$ cat src/rtl/axi4s_sram.sv
// axi4s_sram: AXI4 slave bridge turning each burst beat into one native val/rdy memory request.
// Ports: clk/rst; s_axi_aw*/w*/b* write channels, s_axi_ar*/r* read channels;
// val/rdy/adr/wen/wdat/rdat native memory port. One transaction in flight at a time.
// Optional feature macro: AXI4S_WRAP_EN enables WRAP bursts of 2/4/8/16 beats.
module axi4s_sram #(
    parameter int AXI_ADDR_W = 32,
    parameter int AXI_DATA_W = 32,
    parameter int ID_W       = 4
) (
    input  logic                  clk,
    input  logic                  rst,
    input  logic [ID_W-1:0]       s_axi_awid,
    input  logic [AXI_ADDR_W-1:0] s_axi_awaddr,
    input  logic [7:0]            s_axi_awlen,
    input  logic [2:0]            s_axi_awsize,
    input  logic [1:0]            s_axi_awburst,
    input  logic                  s_axi_awlock,
    input  logic [3:0]            s_axi_awcache,
    input  logic [2:0]            s_axi_awprot,
    input  logic [3:0]            s_axi_awqos,
    input  logic                  s_axi_awvalid,
    output logic                  s_axi_awready,
    input  logic [AXI_DATA_W-1:0] s_axi_wdata,
    input  logic [3:0]            s_axi_wstrb,
    input  logic                  s_axi_wlast,
    input  logic                  s_axi_wvalid,
    output logic                  s_axi_wready,
    output logic [ID_W-1:0]       s_axi_bid,
    output logic [1:0]            s_axi_bresp,
    output logic                  s_axi_bvalid,
    input  logic                  s_axi_bready,
    input  logic [ID_W-1:0]       s_axi_arid,
    input  logic [AXI_ADDR_W-1:0] s_axi_araddr,
    input  logic [7:0]            s_axi_arlen,
    input  logic [2:0]            s_axi_arsize,
    input  logic [1:0]            s_axi_arburst,
    input  logic                  s_axi_arlock,
    input  logic [3:0]            s_axi_arcache,
    input  logic [2:0]            s_axi_arprot,
    input  logic [3:0]            s_axi_arqos,
    input  logic                  s_axi_arvalid,
    output logic                  s_axi_arready,
    output logic [ID_W-1:0]       s_axi_rid,
    output logic [AXI_DATA_W-1:0] s_axi_rdata,
    output logic [1:0]            s_axi_rresp,
    output logic                  s_axi_rlast,
    output logic                  s_axi_rvalid,
    input  logic                  s_axi_rready,
    output logic                  val,
    input  logic                  rdy,
    output logic [31:0]           adr,
    output logic [3:0]            wen,
    output logic [31:0]           wdat,
    input  logic [31:0]           rdat
);
    typedef enum logic [2:0] {IDLE, WDATA, WRESP, RREQ, RDATA} state_t;
    state_t          state_q, state_d;
    logic            last_rd_q, last_rd_d;
    logic [ID_W-1:0] id_q, id_d;
    logic [31:0]     addr_q, addr_d, rbuf_q, rbuf_d, addr_nxt;
    logic [7:0]      len_q, len_d, cnt_q, cnt_d, len_in;
    logic [1:0]      burst_q, burst_d, burst_in;
    logic            err_q, err_d, bad_q, bad_d;
    logic            idle, gnt_w, gnt_r, last, wrap_ok, bad_in;
    logic            unused_ok;
    assign unused_ok = ^{s_axi_awsize, s_axi_arsize, s_axi_awlock, s_axi_arlock, s_axi_awcache,
                         s_axi_arcache, s_axi_awprot, s_axi_arprot, s_axi_awqos, s_axi_arqos};
    assign idle     = state_q == IDLE;
    // A write wins a tie only if the previous grant was a read.
    assign gnt_w    = idle && s_axi_awvalid && (!s_axi_arvalid || last_rd_q);
    assign gnt_r    = idle && s_axi_arvalid && !gnt_w;
    assign len_in   = gnt_w ? s_axi_awlen : s_axi_arlen;
    assign burst_in = gnt_w ? s_axi_awburst : s_axi_arburst;
    assign last     = cnt_q == len_q;
`ifdef AXI4S_WRAP_EN
    assign wrap_ok  = len_in == 8'd1 || len_in == 8'd3 || len_in == 8'd7 || len_in == 8'd15;
    // (len+1)*4-1 is simply len with two low one bits appended.
    assign addr_nxt = burst_q == 2'b00 ? addr_q :
                      burst_q == 2'b10 ? (addr_q & ~{22'd0, len_q, 2'b11}) |
                                         ((addr_q + 32'd4) & {22'd0, len_q, 2'b11}) :
                                         addr_q + 32'd4;
`else
    assign wrap_ok  = 1'b0;
    assign addr_nxt = burst_q == 2'b00 ? addr_q : addr_q + 32'd4;
`endif
    assign bad_in   = burst_in[1] && !(!burst_in[0] && wrap_ok);
    always_ff @(posedge clk) begin
        if (rst) begin
            state_q   <= IDLE;
            last_rd_q <= 1'b1;
            id_q      <= '0;
            addr_q    <= '0;
            len_q     <= '0;
            burst_q   <= '0;
            cnt_q     <= '0;
            err_q     <= 1'b0;
            bad_q     <= 1'b0;
            rbuf_q    <= '0;
        end else begin
            state_q   <= state_d;
            last_rd_q <= last_rd_d;
            id_q      <= id_d;
            addr_q    <= addr_d;
            len_q     <= len_d;
            burst_q   <= burst_d;
            cnt_q     <= cnt_d;
            err_q     <= err_d;
            bad_q     <= bad_d;
            rbuf_q    <= rbuf_d;
        end
    end
    always_comb begin
        state_d   = state_q;
        last_rd_d = last_rd_q;
        id_d      = id_q;
        addr_d    = addr_q;
        len_d     = len_q;
        burst_d   = burst_q;
        cnt_d     = cnt_q;
        err_d     = err_q;
        bad_d     = bad_q;
        rbuf_d    = rbuf_q;
        case (state_q)
            IDLE: if (gnt_w || gnt_r) begin
                // Unsupported reads skip the native side and go straight to error beats.
                state_d   = gnt_w ? WDATA : bad_in ? RDATA : RREQ;
                last_rd_d = gnt_r;
                id_d      = gnt_w ? s_axi_awid : s_axi_arid;
                addr_d    = gnt_w ? s_axi_awaddr[31:0] : s_axi_araddr[31:0];
                len_d     = len_in;
                burst_d   = burst_in;
                cnt_d     = '0;
                err_d     = bad_in;
                bad_d     = bad_in;
                rbuf_d    = '0;
            end
            WDATA: if (s_axi_wvalid && s_axi_wready) begin
                addr_d  = addr_nxt;
                cnt_d   = cnt_q + 8'd1;
                err_d   = err_q || (s_axi_wlast != last);
                state_d = last ? WRESP : WDATA;
            end
            WRESP: state_d = s_axi_bready ? IDLE : WRESP;
            RREQ: if (rdy) begin
                rbuf_d  = rdat;
                state_d = RDATA;
            end
            RDATA: if (s_axi_rready) begin
                state_d = last ? IDLE : bad_q ? RDATA : RREQ;
                addr_d  = last ? addr_q : addr_nxt;
                cnt_d   = last ? cnt_q : cnt_q + 8'd1;
            end
            default: state_d = IDLE;
        endcase
    end
    always_comb begin
        s_axi_awready = gnt_w;
        s_axi_arready = gnt_r;
        s_axi_wready  = state_q == WDATA && (bad_q || rdy);
        s_axi_bvalid  = state_q == WRESP;
        s_axi_bid     = id_q;
        s_axi_bresp   = {err_q, 1'b0};
        s_axi_rvalid  = state_q == RDATA;
        s_axi_rid     = id_q;
        s_axi_rdata   = rbuf_q;
        s_axi_rresp   = {err_q, 1'b0};
        s_axi_rlast   = state_q == RDATA && last;
        val           = (state_q == WDATA && !bad_q && s_axi_wvalid) || state_q == RREQ;
        adr           = {addr_q[31:2], 2'b00};
        wen           = state_q == WDATA && !bad_q ? s_axi_wstrb : 4'b0;
        wdat          = s_axi_wdata;
    end
endmodule

$ cat config.mk
export PLATFORM = sky130hd
export DESIGN_NAME = axi4s_sram
export DESIGN_NICKNAME = d
export VERILOG_FILES = /design/src/rtl/axi4s_sram.sv
export SDC_FILE = /design/constraint.sdc
export NUM_CORES = 1
export LEC_CHECK = 0
export ABC_AREA = 1
export BUFFER_PORTS_ARGS = -buffer_cell sky130_fd_sc_hd__buf_2
export CELL_PAD_IN_SITES_DETAIL_PLACEMENT = 1
export CELL_PAD_IN_SITES_GLOBAL_PLACEMENT = 2
export CORE_MARGIN = 8
export CORE_UTILIZATION = 21
export DETAILED_ROUTE_END_ITERATION = 10
export PLACE_DENSITY = 0.9
export SYNTH_ARGS = -nofsm -noshare
export SYNTH_HDL_FRONTEND = slang
export SYNTH_SLANG_ARGS = --single-unit
$ cat constraint.sdc
create_clock -name clk -period 1.8 [get_ports clk]
set_clock_uncertainty 0.05 [all_clocks]
set_input_delay 0.27 -clock clk [delete_from_list [all_inputs] [get_ports clk]]
set_output_delay 0.27 -clock clk [all_outputs]
set_load 0.02 [all_outputs]
# --- Yosys cells after proc, flatten, opt, wreduce, memory -nomap -nowiden ---
# Cells that the tools add are included.
word_totals:
  reg_bits: 92
  inputBits: 199
  word_cells: 83
  output_inout_bits: 119
op_classes:
  reduce_logical: 27
  add_sub_neg: 2
  eq_ne: 11
  mux: 33
op_table:
  columns: ["cell", "n"]
  rows:
  - ["32-bit 2-to-1 mux", 8]
  - ["32-bit case mux with 3 select lines", 1]
  - ["32-bit case mux with 2 select lines", 1]
  - ["8-bit 2-to-1 mux", 5]
  - ["32-bit by 3-bit adder with 32-bit output (second input constant)", 1]
  - ["3-bit 2-to-1 mux", 8]
  - ["8-bit case mux with 3 select lines", 1]
  - ["3-bit case mux with 5 select lines", 1]
  - ["1-bit logical AND", 9]
  - ["8-bit by 1-bit adder with 8-bit output (second input constant)", 1]
  - ["8-bit equality test", 1]
  - ["4-bit 2-to-1 mux", 2]
  - ["3-bit by 2-bit equality test with 1-bit output (second input constant)", 2]
  - ["2-bit 2-to-1 mux", 3]
  - ["2-bit inequality test (second input constant)", 3]
  - ["3-bit AND reduction", 2]
  - ["1-bit logical OR", 5]
  - ["5-bit AND reduction", 1]
  - ["2-bit by 1-bit inequality test with 1-bit output (second input constant)", 2]
  - ["4-bit AND reduction", 1]
  - ["2-bit nonzero test", 2]
  - ["3-bit by 1-bit equality test with 1-bit output (second input constant)", 1]
  - ["3-bit equality test (second input constant)", 1]
  - ["1-bit zero test", 3]
  - ["7 further kinds", 8]

# --- Longest topological paths before layout ---
logic_depth:
  word_depth: 8
  mapped_depth: 12
  mapped_depth_nobuf: 12

# --- Worst setup path before layout ---
# OpenSTA, ideal clock, no wires.
synth_path:
  kind: "register -> register"
  from: "register addr_q[3]"
  to: "register addr_q[28]"
  period_less_slack_ps: 1878
  t_arrival_ps: 1715
  stages_incl_launch_ff: 13
  t_required_ps: 1637
  path_buffers: 0
  setup_ps: 113
  slack_ps: -78
  path_cell_list: "dfxtp_1 -> ha_1 -> nand2_1 -> nor2_1 -> nand2_1 -> nor2_1 -> nand2_1 -> nand2_1 -> nand2_1 -> nand2_1 -> nand2_1 -> nor2_1 -> nor2_1"
synth_between:
  elab_chain_cells: 5
  elab_cells_between_ends: 6
  classes_between: "add/sub (1); mux (5)"
synth_lines:
  columns: ["element", "line", "text"]
  rows:
  - ["from (decl)", "60", "logic [31:0] addr_q, addr_d, rbuf_q, rbuf_d, addr_nxt;"]
  - ["from (signal assigned)", "103", "addr_q <= addr_d;"]
  - ["32-bit by 3-bit adder with 32-bit output *", "84", "assign addr_nxt = burst_q == 2'b00 ? addr_q : addr_q + 32'd4;"]
  - ["32-bit 2-to-1 mux *", "84", null]
  - ["32-bit 2-to-1 mux", "150", "addr_d = last ? addr_q : addr_nxt;"]
  - ["32-bit 2-to-1 mux", "148", "RDATA: if (s_axi_rready) begin"]
  - ["32-bit case mux with 3 select lines *", "123", "case (state_q)"]
# Mark *: on every way between the ends. The rest lies on a longest branch, timed or not. The select of a mux whose other input is x is not followed.
# A chain may end at the register's enable or synchronous reset.

# --- Final worst setup path ---
layout_path:
  from: "register state_q[1]"
  to: "output s_axi_arready"
layout_between:
  elab_chain_cells: 5
  elab_cells_between_ends: 6
  classes_between: "reduce/logical (6)"
layout_lines:
  columns: ["element", "line", "text"]
  rows:
  - ["from (decl)", "57", "state_t state_q, state_d;"]
  - ["from (signal assigned)", "100", "state_q <= state_d;"]
  - ["3-bit zero test *", "68", "assign idle = state_q == IDLE;"]
  - ["1-bit logical AND (2 in a row)", "70", "assign gnt_w = idle && s_axi_awvalid && (!s_axi_arvalid || last_rd_q);"]
  - ["1-bit zero test", "71", "assign gnt_r = idle && s_axi_arvalid && !gnt_w;"]
  - ["1-bit logical AND *", "71", null]
  - ["to (decl)", "42", "output logic s_axi_arready,"]
# Mark *: on every way between the ends. The rest lies on a longest branch, timed or not.

==> results.txt <==
----------------------------------------------------
[Floorplan]
  Initial Util ... 0.212
  Count of pins on the block boundary ... 318
  Chip width ... 180 um
  Die height ... 180 um
  Floorplan die area ... 32500 um^2
  Standard-cell row count ... 60
  Placeable core region ... 26700 um^2

[Cells and area]
  NumNets Final ... 1366
  Storage cell area ... 1810 um^2
  Synthesis-to-finish area growth ... 42.6%
  Final cell area excluding filler cells ... 8070 um^2
  Fraction of final layout cells with drive strength greater than 1 ... 0.344
  Filler cell count in the final layout ... 3449
  Leading cell types in the layout, fill and taps excluded ... nand2_1, buf_2, nor2_1
  Multi-input gate area in the final layout ... 3240 um^2
  Antenna diode count ... 0
  Final standard cell count with taps included and fillers excluded ... 1511
  Commonest non-fill, non-tap cell in the layout ... nand2_1

[Route]
  Drt initial violations ... 279
  DRC violations left ... 0
  Drt pass-1 iters ... 6
  Via Count ... 6727
  Routed len/inst ... 16.1 um
  Number of vias per cell after detailed routing ... 4.45
  ANT nets after route ... 0
  Wirelength, routed ... 24400 um

[Run]
  Total of max-cap violations ... 0

[Synthesis]
  Portion of the post-synthesis area used by sequential elements ... 0.315
  Synth warn ... 0
  Netlist area before placement ... 5660 um^2
  Async set or reset register ratio after synthesis ... 0
  Post-synth EDFFs ... 0
  Flip-flop and latch count after synthesis ... 89
  Number of distinct library cells after synthesis ... 35
  Synthesized instance count ... 932
  Synth Flop Type ... dfxtp_1
  Mean post-synth cell area ... 6.07 um^2

[Min path]
  Number of stages on the worst hold path ... 3
  Worst hold path class ... primary input to register
  Worst Min Path Start ... rdat[10]
  Worst hold path endpoint ... s_axi_rdata[10]

[Placement]
  Instance area after placement ... 7250 um^2
  GPL Wtd Cong ... 0.825
  Placed Cells incl. Taps ... 1471
  Half-perimeter wire length after placement ... 17800 um
  Count of buffers from port buffering ... 215

[Critical path]
  Largest fanout on the critical path ... 3
  Worst EP required ... 1.48 ns
  Start of the worst register-to-register path ... state_q[1]
  Sort of element at the start of the critical path ... register
  Slack of the worst reg-to-reg path ... -0.03 ns
  Endpoint kind of the worst setup timing path ... output port
  Number of cell instances on the worst register-to-register path ... 10
  Worst Path Class, Setup ... register to output port
  Reg-to-reg endpoint ... addr_q[24]
  Arrival time of the worst setup path ... 1.55 ns

[Global route]
  First-pass GRT wire length ... 38500 um
  Initial antenna violation count ... 0
  Vias in the first global route ... 7215
  GRT Overall Usage ... 0.146
  GRT Residual Overflow ... 0
  Largest net degree at the start of global routing ... 43

[Clock network]
  Root Driver ... clkbuf_16
  Clock tree from TritonCTS ... built
  Clock buffer depth ... 2
  H-tree levels ... 3
  CTS clk-pin slew, worst paths ... 0.07 ns
  Total clock buffers created by CTS ... 9
  Skew-Pair Late Insertion Delay ... 0.35 ns
  Number of clock sinks seen by CTS ... 89

[STA]
  Period utilisation layout ... 1.04
  Setup repair after global routing missed its margin ... true
  Final setup slack of the worst path ... -0.0693 ns
  Final hold violation count ... 0
  Number of setup violations in the final report ... 7
  Max_slew headroom ... 0.627
  Final-report max-slew violation count ... 0
  Highest Clock Rate ... 0.535 GHz
  Final min period ... 1.87 ns
  Measured slew at the worst slew-check pin ... 0.554 ns

[Pwr]
  Worst IR drop on VDD ... 553 uV
  Total Power ... 13.7 mW
  Pwr dens ... 1700 nW/um^2
  Leakage power total ... 3.96 nW

[Outcome]
  Run status ... finished with violations
  Failing checks ... setup timing

----------------------------------------------------
-- worst max-delay path, cell delays in order, from the launching register on --
cell and delay [ns]:
dfxtp_4 0.36, nor2_4 0.11, nand2_2 0.07, buf_6 0.12
nor3_4 0.15, buf_6 0.14, buf_6 0.10, nor2_2 0.03
buf_6 0.12
-- power by group --
group          internal (mW)  switching (mW)
Clock                   1.01           0.935
Combinational           3.44            5.32
Sequential              2.50           0.485
-- layout make-up --
type | count | area share
clock buffer | 10 | 0.0296
clock inverter | 6 | 0.00698
inverter | 96 | 0.0453
multi-input combinational | 667 | 0.402
sequential | 89 | 0.224
tap | 341 | 0.0529
timing repair buffer | 302 | 0.239
-- registers in the layout (all words and copies together) (netlist names) --
name and cells:
cnt_q 8, addr_q 30, last_rd_q 1, len_q 8, s_axi_rdata 32, burst_q 2
s_axi_bid 4, err_q 1, state_q 3
-- cells by family after synthesis --
family,synth area share
simple gates,0.373
buf+inv,0.155
compound gates,0.140
flops,0.315
xor+xnor,0.0124
fa+ha+maj,0.00442
other cells,0.000663
-- through the flow --
| step | hold slack, ns | setup WS [ns] | utilization | setup TNS [ns] |
|---|---|---|---|---|
| floorplan | 0.383 | 0.0326 | - | 0 |
| global placement | 0.420 | -0.0156 | 0.271 | -0.0393 |
| detailed placement | 0.432 | -0.0381 | 0.271 | -0.557 |
| CTS | 0.0967 | -0.131 | 0.294 | -2.36 |
| global route | 0.114 | -0.158 | 0.302 | -7.03 |
| finish | 0.116 | -0.0693 | 0.302 | -0.176 |
-- worst max-delay path by stage --
| stage | to | cells after the start | slack, ns | from |
|---|---|---|---|---|
| after floorplan | addr_q[28] | 12 | 0.03 | addr_q[3] |
| after global placement | addr_q[28] | 12 | -0.02 | addr_q[3] |
| after detailed placement | addr_q[28] | 12 | -0.04 | addr_q[2] |
| after CTS | s_axi_awready | 7 | -0.13 | state_q[1] |
| after global routing | addr_q[16] | 12 | -0.16 | state_q[1] |
| final | s_axi_arready | 8 | -0.07 | state_q[1] |
-- routing by layer --
| metal | GRT usage | share of wire | vias up |
|---|---|---|---|
| met1 | 0.171 | 0.43 | 3160 |
| met4 | 0.0321 | 0.015 | 0 |
| met3 | 0.0423 | 0.067 | 24 |
| met2 | 0.258 | 0.49 | 181 |
| li1 | - | - | 3362 |
| met5 | 0 | 0 | - |
-- repair_timing --
action | in CTS | in global routing
pin swaps | 8 | 14
setup endpoints to repair | 35 | 97
buffers inserted | 18 | 7
gates resized for setup | 47 | 70
hold buffers | 0 | 0
cloned | 2 | 1
-- synth_stat cells (4+ instances only) --
cell type,number,area share
o21ai_1,38,0.034
dfxtp_1,89,0.31
buf_2,24,0.021
o22ai_1,7,0.0077
nand3_1,53,0.047
nand2_1,245,0.16
a22oi_1,32,0.042
clkbuf_1,13,0.0086
a21oi_1,17,0.015
inv_2,4,0.0027
inv_1,92,0.061
nor2_1,205,0.14
buf_4,46,0.061
o211ai_1,14,0.019
xor2_1,5,0.0077
o21ai_0,18,0.016
(Power assumes the default switching activity.)
